--- src/rtl/lsu_if.sv ---
// lsu_if -- bundle of the load/store unit's request, memory and response signals.
//
// Modports:
//   slave  : the LSU view. It takes requests, drives the data-memory port and
//            drives the writeback response.
//   master : the environment view (execute stage, data memory, writeback).
//
// Signals:
//   req_valid/req_ready         request handshake (ready only while idle)
//   req_is_store, req_funct3    access kind and RV32I funct3
//   req_addr, req_wdata         effective byte address and rs2 store data
//   mem_valid/mem_ready         memory handshake
//   mem_we, mem_addr            write enable and word-aligned address
//   mem_wmask, mem_wdata        byte enables and lane-replicated store data
//   mem_rdata                   read word, sampled when mem_valid && mem_ready
//   rsp_valid, rsp_rdata        one-cycle response and extended load data
//   rsp_err                     illegal (or trapped misaligned) request
interface lsu_if;
  logic        req_valid;
  logic        req_ready;
  logic        req_is_store;
  logic [2:0]  req_funct3;
  logic [31:0] req_addr;
  logic [31:0] req_wdata;
  logic        mem_valid;
  logic        mem_ready;
  logic        mem_we;
  logic [31:0] mem_addr;
  logic [3:0]  mem_wmask;
  logic [31:0] mem_wdata;
  logic [31:0] mem_rdata;
  logic        rsp_valid;
  logic [31:0] rsp_rdata;
  logic        rsp_err;

  modport slave (
    input  req_valid, req_is_store, req_funct3, req_addr, req_wdata,
    output req_ready,
    output mem_valid, mem_we, mem_addr, mem_wmask, mem_wdata,
    input  mem_ready, mem_rdata,
    output rsp_valid, rsp_rdata, rsp_err
  );

  modport master (
    output req_valid, req_is_store, req_funct3, req_addr, req_wdata,
    input  req_ready,
    input  mem_valid, mem_we, mem_addr, mem_wmask, mem_wdata,
    output mem_ready, mem_rdata,
    input  rsp_valid, rsp_rdata, rsp_err
  );
endinterface

--- src/rtl/lsu.sv ---
// lsu -- RV32I load/store unit, one outstanding data-memory access at a time.
//
// Ports:
//   clk  core clock, rising edge
//   rst  asynchronous active-high reset (returns to IDLE, drops mem_valid)
//   bus  lsu_if.slave: request in, memory port out, writeback response out
//
// Flow: IDLE accepts a request; legal requests go to MEM and hold registered
// memory outputs until mem_ready, then RESP pulses rsp_valid for one cycle.
// Illegal requests skip MEM and respond with rsp_err in the next cycle.
//
// Configuration macro LSU_MISALIGN_TRAP_EN:
//   defined     misaligned LH/LHU/SH (addr[0]) and LW/SW (addr[1:0]) are errors
//   not defined misaligned halfword/word accesses are forced to natural
//               alignment and proceed
module lsu (
  input  logic  clk,
  input  logic  rst,
  lsu_if.slave  bus
);

  typedef enum logic [1:0] {
    IDLE = 2'd0,
    MEM  = 2'd1,
    RESP = 2'd2
  } state_e;

  state_e      state_q, state_d;
  logic        is_store_q, is_store_d;
  logic [2:0]  funct3_q, funct3_d;
  logic [1:0]  off_q, off_d;          // byte offset after alignment
  logic        mem_valid_q, mem_valid_d;
  logic        mem_we_q, mem_we_d;
  logic [31:0] mem_addr_q, mem_addr_d;
  logic [3:0]  mem_wmask_q, mem_wmask_d;
  logic [31:0] mem_wdata_q, mem_wdata_d;
  logic        rsp_valid_q, rsp_valid_d;
  logic [31:0] rsp_rdata_q, rsp_rdata_d;
  logic        rsp_err_q, rsp_err_d;

  logic        illegal_s;
  logic        err_s;
  logic [1:0]  off_s;
  logic [3:0]  lane_mask_s;
  logic [31:0] lane_data_s;
  logic [31:0] shifted_s;
  logic [31:0] load_data_s;

  // Decode the incoming request: legality, aligned offset and store lanes.
  always_comb begin
    case (bus.req_funct3)
      3'b011, 3'b110, 3'b111: illegal_s = 1'b1;
      3'b100, 3'b101:         illegal_s = bus.req_is_store;  // no unsigned stores
      default:                illegal_s = 1'b0;
    endcase
    case (bus.req_funct3[1:0])
      2'b00: begin
        off_s       = bus.req_addr[1:0];
        lane_mask_s = 4'b0001 << bus.req_addr[1:0];
        lane_data_s = {4{bus.req_wdata[7:0]}};
      end
      2'b01: begin
        off_s       = {bus.req_addr[1], 1'b0};
        lane_mask_s = 4'b0011 << {bus.req_addr[1], 1'b0};
        lane_data_s = {2{bus.req_wdata[15:0]}};
      end
      default: begin
        off_s       = 2'b00;
        lane_mask_s = 4'b1111;
        lane_data_s = bus.req_wdata;
      end
    endcase
  end

`ifdef LSU_MISALIGN_TRAP_EN
  logic misalign_s;
  assign misalign_s = ((bus.req_funct3[1:0] == 2'b01) & bus.req_addr[0]) |
                      ((bus.req_funct3[1:0] == 2'b10) & (|bus.req_addr[1:0]));
  assign err_s = illegal_s | misalign_s;
`else
  assign err_s = illegal_s;
`endif

  // Extract and extend the addressed byte/halfword from the returned word.
  always_comb begin
    shifted_s = bus.mem_rdata >> {off_q, 3'b000};
    case (funct3_q)
      3'b000:  load_data_s = {{24{shifted_s[7]}}, shifted_s[7:0]};
      3'b100:  load_data_s = {24'd0, shifted_s[7:0]};
      3'b001:  load_data_s = {{16{shifted_s[15]}}, shifted_s[15:0]};
      3'b101:  load_data_s = {16'd0, shifted_s[15:0]};
      default: load_data_s = shifted_s;  // LW: offset is always zero
    endcase
  end

  // Next-state and next-output logic; everything holds unless changed below.
  always_comb begin
    state_d     = state_q;
    is_store_d  = is_store_q;
    funct3_d    = funct3_q;
    off_d       = off_q;
    mem_valid_d = mem_valid_q;
    mem_we_d    = mem_we_q;
    mem_addr_d  = mem_addr_q;
    mem_wmask_d = mem_wmask_q;
    mem_wdata_d = mem_wdata_q;
    rsp_valid_d = rsp_valid_q;
    rsp_rdata_d = rsp_rdata_q;
    rsp_err_d   = rsp_err_q;
    case (state_q)
      IDLE: begin
        if (bus.req_valid) begin
          is_store_d = bus.req_is_store;
          funct3_d   = bus.req_funct3;
          off_d      = off_s;
          if (err_s) begin
            state_d     = RESP;
            rsp_valid_d = 1'b1;
            rsp_err_d   = 1'b1;
            rsp_rdata_d = 32'd0;
          end else begin
            state_d     = MEM;
            mem_valid_d = 1'b1;
            mem_we_d    = bus.req_is_store;
            mem_addr_d  = {bus.req_addr[31:2], 2'b00};
            mem_wmask_d = bus.req_is_store ? lane_mask_s : 4'b0000;
            mem_wdata_d = bus.req_is_store ? lane_data_s : 32'd0;
          end
        end else begin
          state_d = IDLE;
        end
      end
      MEM: begin
        if (bus.mem_ready) begin
          state_d     = RESP;
          mem_valid_d = 1'b0;
          mem_we_d    = 1'b0;
          mem_addr_d  = 32'd0;
          mem_wmask_d = 4'b0000;
          mem_wdata_d = 32'd0;
          rsp_valid_d = 1'b1;
          rsp_err_d   = 1'b0;
          rsp_rdata_d = is_store_q ? 32'd0 : load_data_s;
        end else begin
          state_d = MEM;
        end
      end
      RESP: begin
        state_d     = IDLE;
        rsp_valid_d = 1'b0;
        rsp_err_d   = 1'b0;
        rsp_rdata_d = 32'd0;
      end
      default: begin
        state_d     = IDLE;
        mem_valid_d = 1'b0;
        rsp_valid_d = 1'b0;
      end
    endcase
  end

  // State and registered outputs; reset abandons any in-flight access.
  always_ff @(posedge clk or posedge rst) begin
    if (rst) begin
      state_q     <= IDLE;
      is_store_q  <= 1'b0;
      funct3_q    <= 3'b000;
      off_q       <= 2'b00;
      mem_valid_q <= 1'b0;
      mem_we_q    <= 1'b0;
      mem_addr_q  <= 32'd0;
      mem_wmask_q <= 4'b0000;
      mem_wdata_q <= 32'd0;
      rsp_valid_q <= 1'b0;
      rsp_rdata_q <= 32'd0;
      rsp_err_q   <= 1'b0;
    end else begin
      state_q     <= state_d;
      is_store_q  <= is_store_d;
      funct3_q    <= funct3_d;
      off_q       <= off_d;
      mem_valid_q <= mem_valid_d;
      mem_we_q    <= mem_we_d;
      mem_addr_q  <= mem_addr_d;
      mem_wmask_q <= mem_wmask_d;
      mem_wdata_q <= mem_wdata_d;
      rsp_valid_q <= rsp_valid_d;
      rsp_rdata_q <= rsp_rdata_d;
      rsp_err_q   <= rsp_err_d;
    end
  end

  assign bus.req_ready = (state_q == IDLE);
  assign bus.mem_valid = mem_valid_q;
  assign bus.mem_we    = mem_we_q;
  assign bus.mem_addr  = mem_addr_q;
  assign bus.mem_wmask = mem_wmask_q;
  assign bus.mem_wdata = mem_wdata_q;
  assign bus.rsp_valid = rsp_valid_q;
  assign bus.rsp_rdata = rsp_rdata_q;
  assign bus.rsp_err   = rsp_err_q;

endmodule

--- src/flat_wrapper.sv ---
// flat-port wrapper written by rule: the top's interface ports become plain ports
module lsu_flat 
  (clk, rst, bus_req_valid, bus_req_is_store, bus_req_funct3, bus_req_addr, bus_req_wdata, bus_req_ready, bus_mem_valid, bus_mem_we, bus_mem_addr, bus_mem_wmask, bus_mem_wdata, bus_mem_ready, bus_mem_rdata, bus_rsp_valid, bus_rsp_rdata, bus_rsp_err);
  lsu_if bus_i ();
  input  logic clk;
  input  logic rst;
  input wire logic [$bits(bus_i.req_valid)-1:0] bus_req_valid;
  input wire logic [$bits(bus_i.req_is_store)-1:0] bus_req_is_store;
  input wire logic [$bits(bus_i.req_funct3)-1:0] bus_req_funct3;
  input wire logic [$bits(bus_i.req_addr)-1:0] bus_req_addr;
  input wire logic [$bits(bus_i.req_wdata)-1:0] bus_req_wdata;
  output wire logic [$bits(bus_i.req_ready)-1:0] bus_req_ready;
  output wire logic [$bits(bus_i.mem_valid)-1:0] bus_mem_valid;
  output wire logic [$bits(bus_i.mem_we)-1:0] bus_mem_we;
  output wire logic [$bits(bus_i.mem_addr)-1:0] bus_mem_addr;
  output wire logic [$bits(bus_i.mem_wmask)-1:0] bus_mem_wmask;
  output wire logic [$bits(bus_i.mem_wdata)-1:0] bus_mem_wdata;
  input wire logic [$bits(bus_i.mem_ready)-1:0] bus_mem_ready;
  input wire logic [$bits(bus_i.mem_rdata)-1:0] bus_mem_rdata;
  output wire logic [$bits(bus_i.rsp_valid)-1:0] bus_rsp_valid;
  output wire logic [$bits(bus_i.rsp_rdata)-1:0] bus_rsp_rdata;
  output wire logic [$bits(bus_i.rsp_err)-1:0] bus_rsp_err;
  assign bus_i.req_valid = bus_req_valid;
  assign bus_i.req_is_store = bus_req_is_store;
  assign bus_i.req_funct3 = bus_req_funct3;
  assign bus_i.req_addr = bus_req_addr;
  assign bus_i.req_wdata = bus_req_wdata;
  assign bus_req_ready = bus_i.req_ready;
  assign bus_mem_valid = bus_i.mem_valid;
  assign bus_mem_we = bus_i.mem_we;
  assign bus_mem_addr = bus_i.mem_addr;
  assign bus_mem_wmask = bus_i.mem_wmask;
  assign bus_mem_wdata = bus_i.mem_wdata;
  assign bus_i.mem_ready = bus_mem_ready;
  assign bus_i.mem_rdata = bus_mem_rdata;
  assign bus_rsp_valid = bus_i.rsp_valid;
  assign bus_rsp_rdata = bus_i.rsp_rdata;
  assign bus_rsp_err = bus_i.rsp_err;
  lsu u_core (.clk(clk), .rst(rst), .bus(bus_i));
endmodule
--- config.mk ---
export PLATFORM = sky130hd
export DESIGN_NAME = lsu_flat
export DESIGN_NICKNAME = d
export VERILOG_FILES = /design/src/rtl/lsu_if.sv /design/src/rtl/lsu.sv /design/src/flat_wrapper.sv
export SDC_FILE = /design/constraint.sdc
export NUM_CORES = 1
export LEC_CHECK = 0
export BUFFER_PORTS_ARGS = -buffer_cell sky130_fd_sc_hd__buf_2
export CAP_MARGIN = 5
export CORE_MARGIN = 3
export CORE_UTILIZATION = 53
export DETAILED_ROUTE_END_ITERATION = 8
export PLACE_DENSITY = 0.84
export REMOVE_ABC_BUFFERS = 1
export SYNTH_ARGS = -nofsm -noshare
export SYNTH_HDL_FRONTEND = slang
export SYNTH_SLANG_ARGS = --single-unit
export TNS_END_PERCENT = 100
--- constraint.sdc ---
create_clock -name clk -period 6.6 [get_ports clk]
set_input_delay 1.32 -clock clk [delete_from_list [all_inputs] [get_ports clk]]
set_output_delay 1.32 -clock clk [all_outputs]
set_load 0.05 [all_outputs]
# Word level (Yosys, flattened, before mapping)
# Index checks and enable logic that the tools add are counted.
# Widths: inputs -> output; s select.
# word_totals
register_bits	112
latchBits	0
mem_bits_rw	0
mem_bits_ro	0
in_bits	104
wordCells	82
memories	0
# op_classes
add_sub_neg	0
n_mul	0
div	0
magnitude_cmp	0
n_eq_ne	15
shifts	3
mux	39
bitwise	1
n_reduce_logical	12
# op_table
operator	n
$mux 32	10
$pmux 32 s2	3
$pmux 32 s4	1
$pmux 32 s3	1
$shr 32x5->32	1
$eq 3x3->1 const B	6
$mux 4	4
$pmux 4 s2	2
$reduce_and 4->1	3
$mux 1	8
$pmux 2 s2	2
$mux 2	3
$ne 2x2->1 const B	3
$pmux 1 s2	3
$pmux 1 s3	2
$eq 2x1->1 const B	2
$logic_not 2->1	2
$shl 1x2->4 const A	1
$shl 2x2->4 const A	1
$eq 3x1->1 const B	1
$eq 3x2->1 const B	1
$logic_not 3->1	1
$reduce_and 3->1	1
$reduce_bool 3->1	1
7 further kinds	7

# Logic depth before layout (Yosys ltp)
# Gate-level depths: netlist of run 1.
# depth
depth_word	6
mapped_depth	9

# Worst setup path after synthesis of run 1
# Ideal clock, no wire load.
# synth_path
kind	input -> register
from	in bus_req_funct3[1]
to	reg u_core.mem_addr_q[10], in the netlist u_core.bus.mem_addr[10]
setup_ps	125
t_arrival_ps	2662
path_slack_ps	3813
cell_stages	5
cell_sequence	o21ai_1 nand3_1 a21oi_2 buf_2 mux2_2
# synth_via
elab_chain_cells	5
# synth_lines
element	line	rtl
from (decl)	flat_wrapper.sv:9	input wire logic [$bits(bus_i.req_funct3)-1:0] bus_req_funct3;
$eq 3x2->1 or $eq 3x3->1 (tied branches)	lsu.sv:51	case (bus.req_funct3)
$reduce_or 3->1 or $reduce_or 2->1 (tied branches)	lsu.sv:51	
$pmux 1 s2 (*)	lsu.sv:51	
$ne 2x2->1 (no line) (*)	--	
$reduce_and 4->1 (no line) (*)	--	
to (signal assigned)	lsu.sv:184	mem_addr_q <= mem_addr_d;
to (decl)	lsu.sv:34	logic [31:0] mem_addr_q, mem_addr_d;
# Every way passes the cells marked *; elsewhere a longest branch is shown, timed or not.
# A chain may end at the register's enable or synchronous reset.

# Worst setup path in the final report of run 1
# layout_path
from	in bus_req_funct3[1]
to	reg u_core.rsp_rdata_q[29], in the netlist u_core.bus.rsp_rdata[29]
# layout_via
elab_chain_cells	5
# layout_lines
element	line	rtl
$eq 3x2->1 or $eq 3x3->1 (tied branches)	lsu.sv:51	
$reduce_or 3->1 or $reduce_or 2->1 (tied branches)	lsu.sv:51	
$pmux 1 s2 (*)	lsu.sv:51	
$ne 2x1->1 (no line) (*)	--	
$reduce_and 4->1 (no line) (*)	--	
to (signal assigned)	lsu.sv:188	rsp_rdata_q <= rsp_rdata_d;
to (decl)	lsu.sv:38	logic [31:0] rsp_rdata_q, rsp_rdata_d;
# Marks and branches as above.

==> results of run 1 <==
-- Yosys cell counts (2+ instances only) --
| cell type | n | share of area, % |
|---|---|---|
| mux2i_1 | 39 | 7.2 |
| a21oi_1 | 17 | 1.6 |
| buf_1 | 5 | 0.35 |
| o32ai_1 | 2 | 0.32 |
| a21o_1 | 3 | 0.42 |
| o211ai_2 | 10 | 2.3 |
| a22o_1 | 16 | 2.6 |
| ha_1 | 3 | 0.69 |
| mux2_2 | 48 | 10 |
| o211ai_1 | 6 | 0.83 |
| o21ai_0 | 35 | 3.2 |
| nor3_1 | 3 | 0.28 |
| o21ai_1 | 2 | 0.18 |
| buf_2 | 9 | 0.83 |
| nand2_1 | 61 | 4.2 |
| buf_4 | 3 | 0.42 |
| o2bb2ai_1 | 15 | 2.4 |
| nand3_1 | 2 | 0.18 |
| nand3b_1 | 8 | 1.1 |
| dfrtp_1 | 110 | 51 |
| nor2_1 | 14 | 0.97 |
| nor2b_1 | 32 | 3.7 |
| clkbuf_1 | 21 | 1.5 |
| nand2b_1 | 5 | 0.58 |
| inv_1 | 7 | 0.48 |
| and2_1 | 2 | 0.23 |
| or2_2 | 2 | 0.23 |
-- power breakdown --
group          switching (mW)  internal [mW]
Sequential              0.135          0.892
Clock                   0.231          0.253
Combinational            1.12          0.416
-- area by class of cell --
class | count | area [um2] | share of cell area, %
clock inverters | 7 | 122.6 | 1.820
clock buffers | 9 | 123.9 | 1.838
repair buffers | 209 | 1054 | 15.64
diodes | 1 | 2.502 | 0.03714
multi-input cells | 339 | 2487 | 36.92
inverters | 7 | 28.78 | 0.4271
well taps | 133 | 166.4 | 2.470
flip-flops and latches | 110 | 2753 | 40.85
-- cells by family after synthesis --
| kind of cell | after synthesis |
|---|---|
| simple gates | 133 |
| fa+ha+maj | 3 |
| mux | 88 |
| other cells | 1 |
| flops | 110 |
| compound gates | 113 |
| buf+inv | 46 |
-- registers in the layout (all words and copies together), names as in the netlist --
signal / flops
u_core.is_store_q: 1
u_core.bus.mem_addr: 30
u_core.bus.rsp_rdata: 32
u_core.off_q: 2
u_core.bus.mem_we: 1
u_core.bus.mem_wmask: 4
u_core.state_q: 2
u_core.funct3_q: 3
u_core.bus.mem_wdata: 32
u_core.bus.rsp_valid: 1
u_core.bus.rsp_err: 1
u_core.bus.mem_valid: 1
-- worst paths after layout --
kind / startpoint / end / slack, ns / cells past startpoint
max reg2reg: u_core.state_q[1] / u_core.bus.rsp_rdata[29] / 3.43 / 7
max: bus_req_funct3[1] / u_core.bus.rsp_rdata[29] / 2.78 / 5
min reg2reg: u_core.bus.rsp_rdata[9] / u_core.bus.rsp_rdata[9] / 0.49 / 2
max in group asynchronous: rst / u_core.bus.mem_addr[3] / 4.35 / 3
min: u_core.bus.rsp_rdata[9] / u_core.bus.rsp_rdata[9] / 0.49 / 2
min in group asynchronous: rst / u_core.bus.mem_addr[20] / 1.02 / 2
-- per-stage QoR --
stage / total power [mW] / instances / utilization [%] / area, um2
6_report: 3.044 / 815 / 68.30 / 6738
5_1_grt: 3.194 / 815 / 68.30 / 6738
4_1_cts: 3.058 / 814 / 68.28 / 6735
3_5_place_dp: 2.577 / 798 / 65.78 / 6489
3_3_place_gp: 2.537 / 798 / 65.78 / 6489
2_1_floorplan: 2.183 / 456 / - / 5246
-- tightest hold or removal path, cell delays in order (launching register included) --
cell,delay [ns]
dfrtp_1,0.35
nand2_1,0.05
o21ai_0,0.06
-- routing by layer --
metal	share of wire [%]	up-vias	wire length, um
li1	-	2101	-
met1	41	2195	5707
met2	49	191	6741
met3	7.8	21	1076
met4	2.1	0	289
met5	0	-	0
==> results.md, run 1 <==
* Pwr/cell area at approximately 450 nW/um2
* Max-cap violation count at 0
* Largest net degree at the start of global routing at 62
* Flops & latches, synth at 110
* Die W at between 100 and 150 um
* Pre-CTS WS at ~2.4 ns
* Max incr delay on CP at a little under 1 ns
* Drt total wl at approximately 14000 um
* Unique masters post-synth at between 40 and 50
* Met3 GRT Util at under 10%
* Critical path's slowest cell: or4_1
* Req. time, crit path at just under 7 ns
* LEAKAGE at around 3.4 nW
* Final routed DRC violation total at 0
* Share of layout cells above drive strength 1 at between 40% and 50%
* IO Pins at about 210
* RSZ-0062 raised after global routing: no
* Syn-to-layout area delta at 24.34%
* Synth Warn # at 0
* Post-synthesis compound-gate area fraction at 15.03%
* Most common cell after layout, fill and taps aside: buf_2
* Die Ht at 107.1 um
* Most frequent cells in the layout: buf_2, dfrtp_1, nand2_1, mux2_2, mux2i_1
* GRT busiest layer: met2
* # rows at 36
* First-pass GRT wire length at between 20000 and 25000 um
* Status: complete, no violations
* CTS Buffer Depth at 2
* EDFF count, synth at 0
* Vias in the first global route at ~4500
* Die area at about 11000 um2
* Mapped cell area at roughly 5400 um2
* Total Nets Final at approximately 800
* Post-CTS setup buffer count at 0
* Initial DRC count at 233
* Largest family of logic cells by synthesized area: multiplexers
* Final setup fails at 0
* Clock slew at reported path FFs at 0.10 ns
* Post-CTS Resized at 0
* Fillers at 752
* Sequential-to-total area share from yosys stat at roughly 50%
* TritonCTS clock tree: done
* Worst min-delay path class: reg -> reg
* TritonCTS buffer count at 9
* Delay-heaviest family, CP: compound AO/OA/AOI/OAI gates
* WL/cell at ~17 um
* WP buf/inv at 1
* Final slew viol count at 0
* Fmax at about 260 MHz
* Arr. time, crit path at ~4.1 ns
* Met1 Use GR at 31.02%
* Overall Global Routing Usage at around 24%
* Period utilisation layout at slightly below 60%
* Root buffer cell: clkbuf_8
* Max Clock Skew at 0.007167 ns
* Met2 Resource Use GR at 40.71%
* Number of port buffers at 206
* GRT overflow at 0
* Post-Synth Adder-Cell Area at less than 1%
* Mux cell area share after synthesis at between 15 and 20%
* Total iterations of the first detailed-routing run at 4
* Critical path launch point type: input port
* Synth Area in Simple Gates at 12.08%
* Detailed Place HPWL at approximately 10000 um
* Share of flip-flops with an asynchronous set or reset at 100.0%
* Mapped Cells at 494
* Avg Inst Size Synth at 10.97 um2
* Maximum vdd drop at 0.0002650 V
* Clock latency on the worst-skew pair at 0.36 ns
* Kind of critical path: in -> reg
* DRT antenna net count at 0
* Core ar. at 9864 um2
* Final critical-path required period at 3.820 ns
* Setup_tns at 0 ns
* Ys flop type: dfrtp_1
* Critical path cell sequence: buf_2 > o21ai_1 > a311o_2 > or4_1 > o211ai_1
* Post-synthesis xor/xnor area fraction at 0%
* Final hold slack at 0.4862 ns
* CP max FO at slightly above 50
* DR vias/cell at 5.531
* Hold Violations, Final at 0
* RePlAce Congestion at about 0.82
* Setup WS post-layout at 2.780 ns
* # H-tree levels at 3
* CP endpoint kind: register
* Clock Sinks at 110
* Initial Util at around 55%
* Total vias in the final route at approximately 4500
* Initial antenna violation count at 1
* Slew headroom at between 10% and 20%
* Hold-fix buffers, CTS at 0
* Slew @ Worst Pin at ~1.2 ns
No activity file was read; power rests on OpenSTA's default activity.
==> run 2: changes to the inputs <==
--- a/config.mk
+++ b/config.mk
@@ -5,12 +5,13 @@
 export SDC_FILE = /design/constraint.sdc
 export NUM_CORES = 1
 export LEC_CHECK = 0
+export ABC_AREA = 1
 export BUFFER_PORTS_ARGS = -buffer_cell sky130_fd_sc_hd__buf_2
 export CAP_MARGIN = 5
 export CORE_MARGIN = 3
-export CORE_UTILIZATION = 53
+export CORE_UTILIZATION = 45
 export DETAILED_ROUTE_END_ITERATION = 8
-export PLACE_DENSITY = 0.84
+export PLACE_DENSITY = 0.75
 export REMOVE_ABC_BUFFERS = 1
 export SYNTH_ARGS = -nofsm -noshare
 export SYNTH_HDL_FRONTEND = slang
==> constraint.sdc (replaced) <==
create_clock -name clk -period 3.42 [get_ports clk]
set_input_delay 0.684 -clock clk [delete_from_list [all_inputs] [get_ports clk]]
set_output_delay 0.684 -clock clk [all_outputs]
set_load 0.05 [all_outputs]
==> results.md, run 2 <==
* Req. time, crit path at 3.71 ns (-3.15 ns)
* Largest net degree at the start of global routing at 102 (+65%)
* # H-tree levels at 3 (unchanged)
* Max incr delay on CP at 0.67 ns (-0.30 ns)
* Most common cell after layout, fill and taps aside: nand2_1
* IO Pins at 209 (unchanged)
* Max-cap violation count at 0 (unchanged)
* Clock latency on the worst-skew pair at 0.35 ns (about the same)
* Mapped Cells at 760 (+54%)
* Synth cell count leaders: nand2_1, dfrtp_1, nor2_1
* Crit path top cell by count: nand2_1
* Critical path's slowest cell: nor2_4
* RSZ-0062 raised after global routing: no
* Total Nets Final at 1048 (+34%)
* Pwr/cell area at 965.4 nW/um2 (+110%)
* RePlAce Congestion at 0.8536 (+4.4%)
* Hold Violations, Final at 0 (unchanged)
* Most frequent cells in the layout: nand2_1, buf_2, dfrtp_1, nor2_1
* Antenna cells at 0 (-1)
* Sequential-to-total area share from yosys stat at 48.65% (-2.1 points)
* Fmax at around 430 MHz
* Share of the synthesized area in the top cell type at 48.65% (-2.1 points)
* Synth Warn # at 0 (unchanged)
* CTS Buffer Depth at 2 (unchanged)
* First-pass GRT wire length at 25760 um (+17%)
* Share of flip-flops with an asynchronous set or reset at 100.0% (unchanged)
* LEAKAGE at 4.075 nW (+20%)
* Avg Inst Size Synth at 7.445 um2 (-32%)
* # rows at 40 (+11%)
* Arr. time, crit path at 2.63 ns (-1.45 ns)
* Fin cells at 1113 (+37%)
* R2r setup slk at 1.08 ns (-2.35 ns)
* Period utilisation layout at 68.37%
* Final Instance Area at 6979 um2 (+3.6%)
* DR vias/cell at 4.851 (-12%)
* GRT overflow at 0 (unchanged)
* Initial Util at 46.52% (-8.4 points)
* Total vias in the final route at 5399 (+20%)
* Initial antenna violation count at 0 (-1)
* Share of layout cells above drive strength 1 at 26.35% (-16 points)
* Flops & latches, synth at 110 (unchanged)
* Worst min-delay path class: in -> async
* Total iterations of the first detailed-routing run at 6 (+2)
* Final setup fails at 0 (unchanged)
* Die area at 13950 um2 (+22%)
* Status: complete, no violations
* Slew @ Worst Pin at 0.7442 ns (-0.4638 ns)
* Final slew viol count at 0 (unchanged)
* Hold-fix buffers, CTS at 0 (unchanged)
* Largest area contributor in the netlist: dfrtp_1
* Critical path cell sequence: inv_1 > ha_1 > inv_2 > nand2_1 > nor2_4 > nand2_1 > nand2_1
* Ranking of synthesized cells by area: dfrtp_1, nand2_1, nor2_1, nand3_1, o21ai_0
* Final critical-path required period at 2.338 ns
* TritonCTS clock tree: done
* CP endpoint kind: register
* Core ar. at 12160 um2 (+23%)
* Syn-to-layout area delta at 23.35%
* CP max FO at 34 (-33%)
* DRT antenna net count at 0 (unchanged)
* Clock slew at reported path FFs at 0.08 ns (-0.02 ns)
* Clock Sinks at 110 (unchanged)
* Mapped cell area at 5658 um2 (+4.4%)
* Max Clock Skew at 0.007651 ns (+0.0004842 ns)
* Die W at 118.1 um (+10%)
* EDFF count, synth at 0 (unchanged)
* Final routed DRC violation total at 0 (unchanged)
* Critical path launch point type: register
* Dpl cells at 1098 (+38%)
* WL/cell at 13.83 um (-18%)
* Vias in the first global route at 5212 (+15%)
* Drt total wl at 15400 um (+11%)
* Post-CTS Resized at 0 (unchanged)
* Overall Global Routing Usage at 22.47% (-1.7 points)
* Number of port buffers at 206 (unchanged)
* Initial DRC count at 496 (+110%)
* Most frequent cell after synthesis: nand2_1
* Placed cell areas at 6686 um2 (+3.0%)
* Die Ht at 118.1 um (+10%)
* Slew headroom at 50.27% (+31 points)
* Power, Total at 6.738 mW (+120%)
* Kind of critical path: reg -> reg
* TritonCTS buffer count at 9 (unchanged)
* Maximum vdd drop at 0.0006633 V (+150%)
* Detailed Place HPWL at 11030 um (+9.9%)
* Ys flop type: dfrtp_1
* Root buffer cell: clkbuf_16
* Unique masters post-synth at 31 (-24%)
* Post-CTS setup buffer count at 0 (unchanged)
[run 2: cell type report]
| cell class | instances | area, um2 |
|---|---|---|
| repair buffers | 211 | 1094 |
| multi-input cells | 566 | 2466 |
| fillers | 1209 | 5182 |
| inverters | 43 | 163.9 |
| well taps | 168 | 210.2 |
| flip-flops and latches | 110 | 2753 |
| clock inverters | 6 | 67.56 |
| clock buffers | 9 | 225.2 |
[run 2: final timing paths]
kind / startpoint / to / cells after the start
worst min register to register: u_core.bus.mem_wdata[18] / u_core.bus.mem_wdata[18] / 2
max in group asynchronous: rst / u_core.bus.mem_addr[28] / 3
min in group clk: u_core.bus.mem_wdata[18] / u_core.bus.mem_wdata[18] / 2
worst max-delay path: u_core.state_q[1] / u_core.bus.mem_wdata[17] / 7
worst max register to register: u_core.state_q[1] / u_core.bus.mem_wdata[17] / 7
worst min-delay path: rst / u_core.bus.rsp_rdata[18] / 2
[run 2: through the flow]
stage               worst slack, ns  util (%)  hold slack (ns)  setup TNS (ns)
floorplan                   -0.1663         -           0.4530          -18.29
global placement              1.019     54.98           0.4563               0
detailed placement           0.9656     54.98           0.4596               0
CTS                           1.072     57.39           0.4411               0
global route                 0.8344     57.39           0.4625               0
finish                        1.082     57.39           0.4160               0
[run 2: cells by family after synthesis]
logic type,after synthesis,synth area share [%]
adder cells (fa/ha/maj),3,0.6635
AO/OA/AOI/OAI,91,8.735
flip-flops,110,48.65
other,1,0.06628
AND/OR/NAND/NOR,470,34.06
buffers and inverters,85,7.828
[run 2: worst max-delay path: cells and delay by family, from the launching register on]
kind                       cells  cell delay, ns
adders and majority gates      1            0.21
and+or+nand+nor                4            1.17
buffers and inverters          2            0.53
DFF                            1            0.35
[run 2: report_power, final]
part	internal (mW)	total, mW	switching, mW	leakage [nW]
Combinational	0.785	3.61	2.83	2.49
Clock	0.511	1.03	0.514	0.142
Sequential	1.80	2.10	0.298	1.44
Total	3.10	6.74	3.64	4.08
[run 2: metal layers]
layer,GRT usage (%),up-vias,wire length (um)
li1,-,2736,-
met3,7.033,16,1442
met4,5.934,0,187
met1,29.55,2434,6471
met5,0,-,0
met2,36.08,213,7294
==> run 3: changes to the inputs <==
==> constraint.sdc (replaced) <==
create_clock -name clk -period 2 [get_ports clk]
set_input_delay 0.4 -clock clk [delete_from_list [all_inputs] [get_ports clk]]
set_output_delay 0.4 -clock clk [all_outputs]
set_load 0.05 [all_outputs]
==> results.md, run 3 (same netlist as run 2, synthesis figures left out) <==
* Status: complete, no violations
* RePlAce Congestion at 0.8764 (+2.7%)
* Pwr/cell area at 1638 nW/um2 (+70%)
* Final slew viol count at 0 (unchanged)
* Share of layout cells above drive strength 1 at 27.52% (+1.2 points)
* Seq pwr share at 30.7% (-0.5 points)
* Arr. time, crit path at 1.40 ns (-1.23 ns)
* Clock power share at 14.9% (-0.3 points)
* LEAKAGE at 4.156 nW (+2.0%)
* Psw at 6.284 mW (+73%)
* Overall Global Routing Usage at 22.81% (+0.35 points)
* First-pass GRT wire length at 25650 um (-0.43%)
* Core ar. at 12160 um2 (unchanged)
* Final Instance Area at 7139 um2 (+2.3%)
* Switching Fraction at 53.75% (-0.29 points)
* Vias in the first global route at 5166 (-0.88%)
* Clock latency on the worst-skew pair at 0.35 ns (about the same)
* Dpl cells at 1114 (+1.5%)
* Period utilisation layout at 89.91%
* Kind of critical path: reg -> out
* Initial Util at 46.52% (unchanged)
* CP max FO at 5 (-85%)
* Drt total wl at 15890 um (+3.2%)
* Internal at 5.408 mW (+75%)
* # rows at 40 (unchanged)
* Comb pwr share at 54.4% (+0.8 points)
* Req. time, crit path at 1.60 ns (-2.11 ns)
* Fmax at around 560 MHz
* RSZ-0062 raised after global routing: no
* Initial DRC count at 465 (-6.3%)
* TritonCTS clock tree: done
* Max-cap violation count at 0 (unchanged)
* Largest net degree at the start of global routing at 51 (-50%)
* Total vias in the final route at 5468 (+1.3%)
* DR vias/cell at 4.830 (-0.42%)
* Detailed Place HPWL at 11670 um (+5.8%)
* Total Nets Final at 1065 (+1.6%)
* Max Clock Skew at 0.006519 ns (-0.001132 ns)
* R2r setup slk at 0.22 ns (-0.86 ns)
* Post-CTS Resized at 0 (unchanged)
* Most frequent cells in the layout: nand2_1, buf_2, dfrtp_1, nor2_1
* Hold Violations, Final at 0 (unchanged)
* Final critical-path required period at approximately 1.8 ns
* Final hold slack at 0.2456 ns (-0.1704 ns)
* Utilization after layout at 58.70% (+1.3 points)
* Critical path cell sequence: inv_1 > ha_1 > buf_2
* Root buffer cell: clkbuf_16
* Clock Sinks at 110 (unchanged)
* Fin cells at 1132 (+1.7%)
* TritonCTS buffer count at 9 (unchanged)
* Total iterations of the first detailed-routing run at 5 (-1)
* Die W at 118.1 um (unchanged)
* Setup WS post-layout at 0.2019 ns (-0.8798 ns)
* Most common cell after layout, fill and taps aside: nand2_1
* Critical path's slowest cell: dfrtp_1
* Syn-to-layout area delta at 26.18%
* CP endpoint kind: output pin
* Maximum vdd drop at 0.001299 V (+96%)
* Final routed DRC violation total at 0 (unchanged)
* Die area at 13950 um2 (unchanged)
* Die Ht at 118.1 um (unchanged)
* Pre-CTS WS at 0.2358 ns (-0.7298 ns)
* Number of port buffers at 206 (unchanged)
* GRT overflow at 0 (unchanged)
* Final setup fails at 0 (unchanged)
* Clock slew at reported path FFs at 0.08 ns (about the same)
* Worst min-delay path class: in -> reg
* # H-tree levels at 3 (unchanged)
* CTS Buffer Depth at 2 (unchanged)
* IO Pins at 209 (unchanged)
* Critical path launch point type: register
* Max incr delay on CP at 0.38 ns (-0.29 ns)
* DRT antenna net count at 0 (unchanged)
* Initial antenna violation count at 1 (+1)
* WL/cell at 14.03 um (+1.4%)
* Placed cell areas at 6844 um2 (+2.4%)
-- run 3: cell count changes in the layout (fill, tap and decap cells not counted), sizes merged --
cell         change
buf             +16
clkinv           -3
clkinvlp         +3
clkbuf           +1
diode            +1
dlygate4sd3      +1
-- run 3: what timing repair did --
action,CTS,global route
buffers inserted,0,0
hold buffers,1,0
hold endpoints to repair,13,0
-- run 3: area by class of cell --
type | instances | area [um2]
multi-input cells | 566 | 2466
clock inverters | 6 | 53.80
inverters | 43 | 163.9
repair buffers | 228 | 1261
fillers | 1136 | 5022
clock buffers | 10 | 229.0
diodes | 1 | 2.502
well taps | 168 | 210.2
flip-flops and latches | 110 | 2753
-- run 3: final timing paths --
kind,endpoint,startpoint,cells after the start
max,bus_req_ready,u_core.state_q[0],3
min,u_core.bus.mem_wdata[1],bus_req_wdata[1],3
max reg2reg,u_core.bus.rsp_rdata[24],u_core.state_q[0],10
min reg2reg,u_core.bus.rsp_rdata[6],u_core.bus.rsp_rdata[6],2
max in group asynchronous,u_core.off_q[1],rst,4
min in group asynchronous,u_core.bus.rsp_rdata[4],rst,3
-- run 3: power groups by stage --
| stage | sequential, mW | clock, mW | combinational, mW |
|---|---|---|---|
| 6_report | 3.59 | 1.75 | 6.36 |
| 5_1_grt | 3.70 | 1.89 | 6.80 |
| 4_1_cts | 3.59 | 1.78 | 6.41 |
| 3_5_place_dp | 3.59 | 0 | 6.41 |
| 3_3_place_gp | 3.61 | 0 | 6.33 |
| 2_1_floorplan | 6.51 | 0 | 1.69 |
-- run 3: metal layers --
metal | share of wire [%] | vias to the layer above | GRT usage, %
met4 | 1.8 | 0 | 8.425
met2 | 46 | 230 | 35.62
met1 | 43 | 2451 | 30.59
met5 | 0 | - | 0
li1 | - | 2768 | -
met3 | 9.2 | 19 | 6.077
-- run 3: per-stage QoR --
step / setup TNS, ns / power, mW
after global placement: 0 / 9.943
final: 0 / 11.69
after global routing: 0 / 12.39
after floorplan: -174.83 / 8.194
after CTS: 0 / 11.78
after detailed placement: 0 / 10.00
-- run 3: critical path, delay by kind of cell, from the launching register on --
kind	cells	cell delay, ns
adders and majority gates	1	0.26
buffers and inverters	2	0.39
DFF	1	0.38
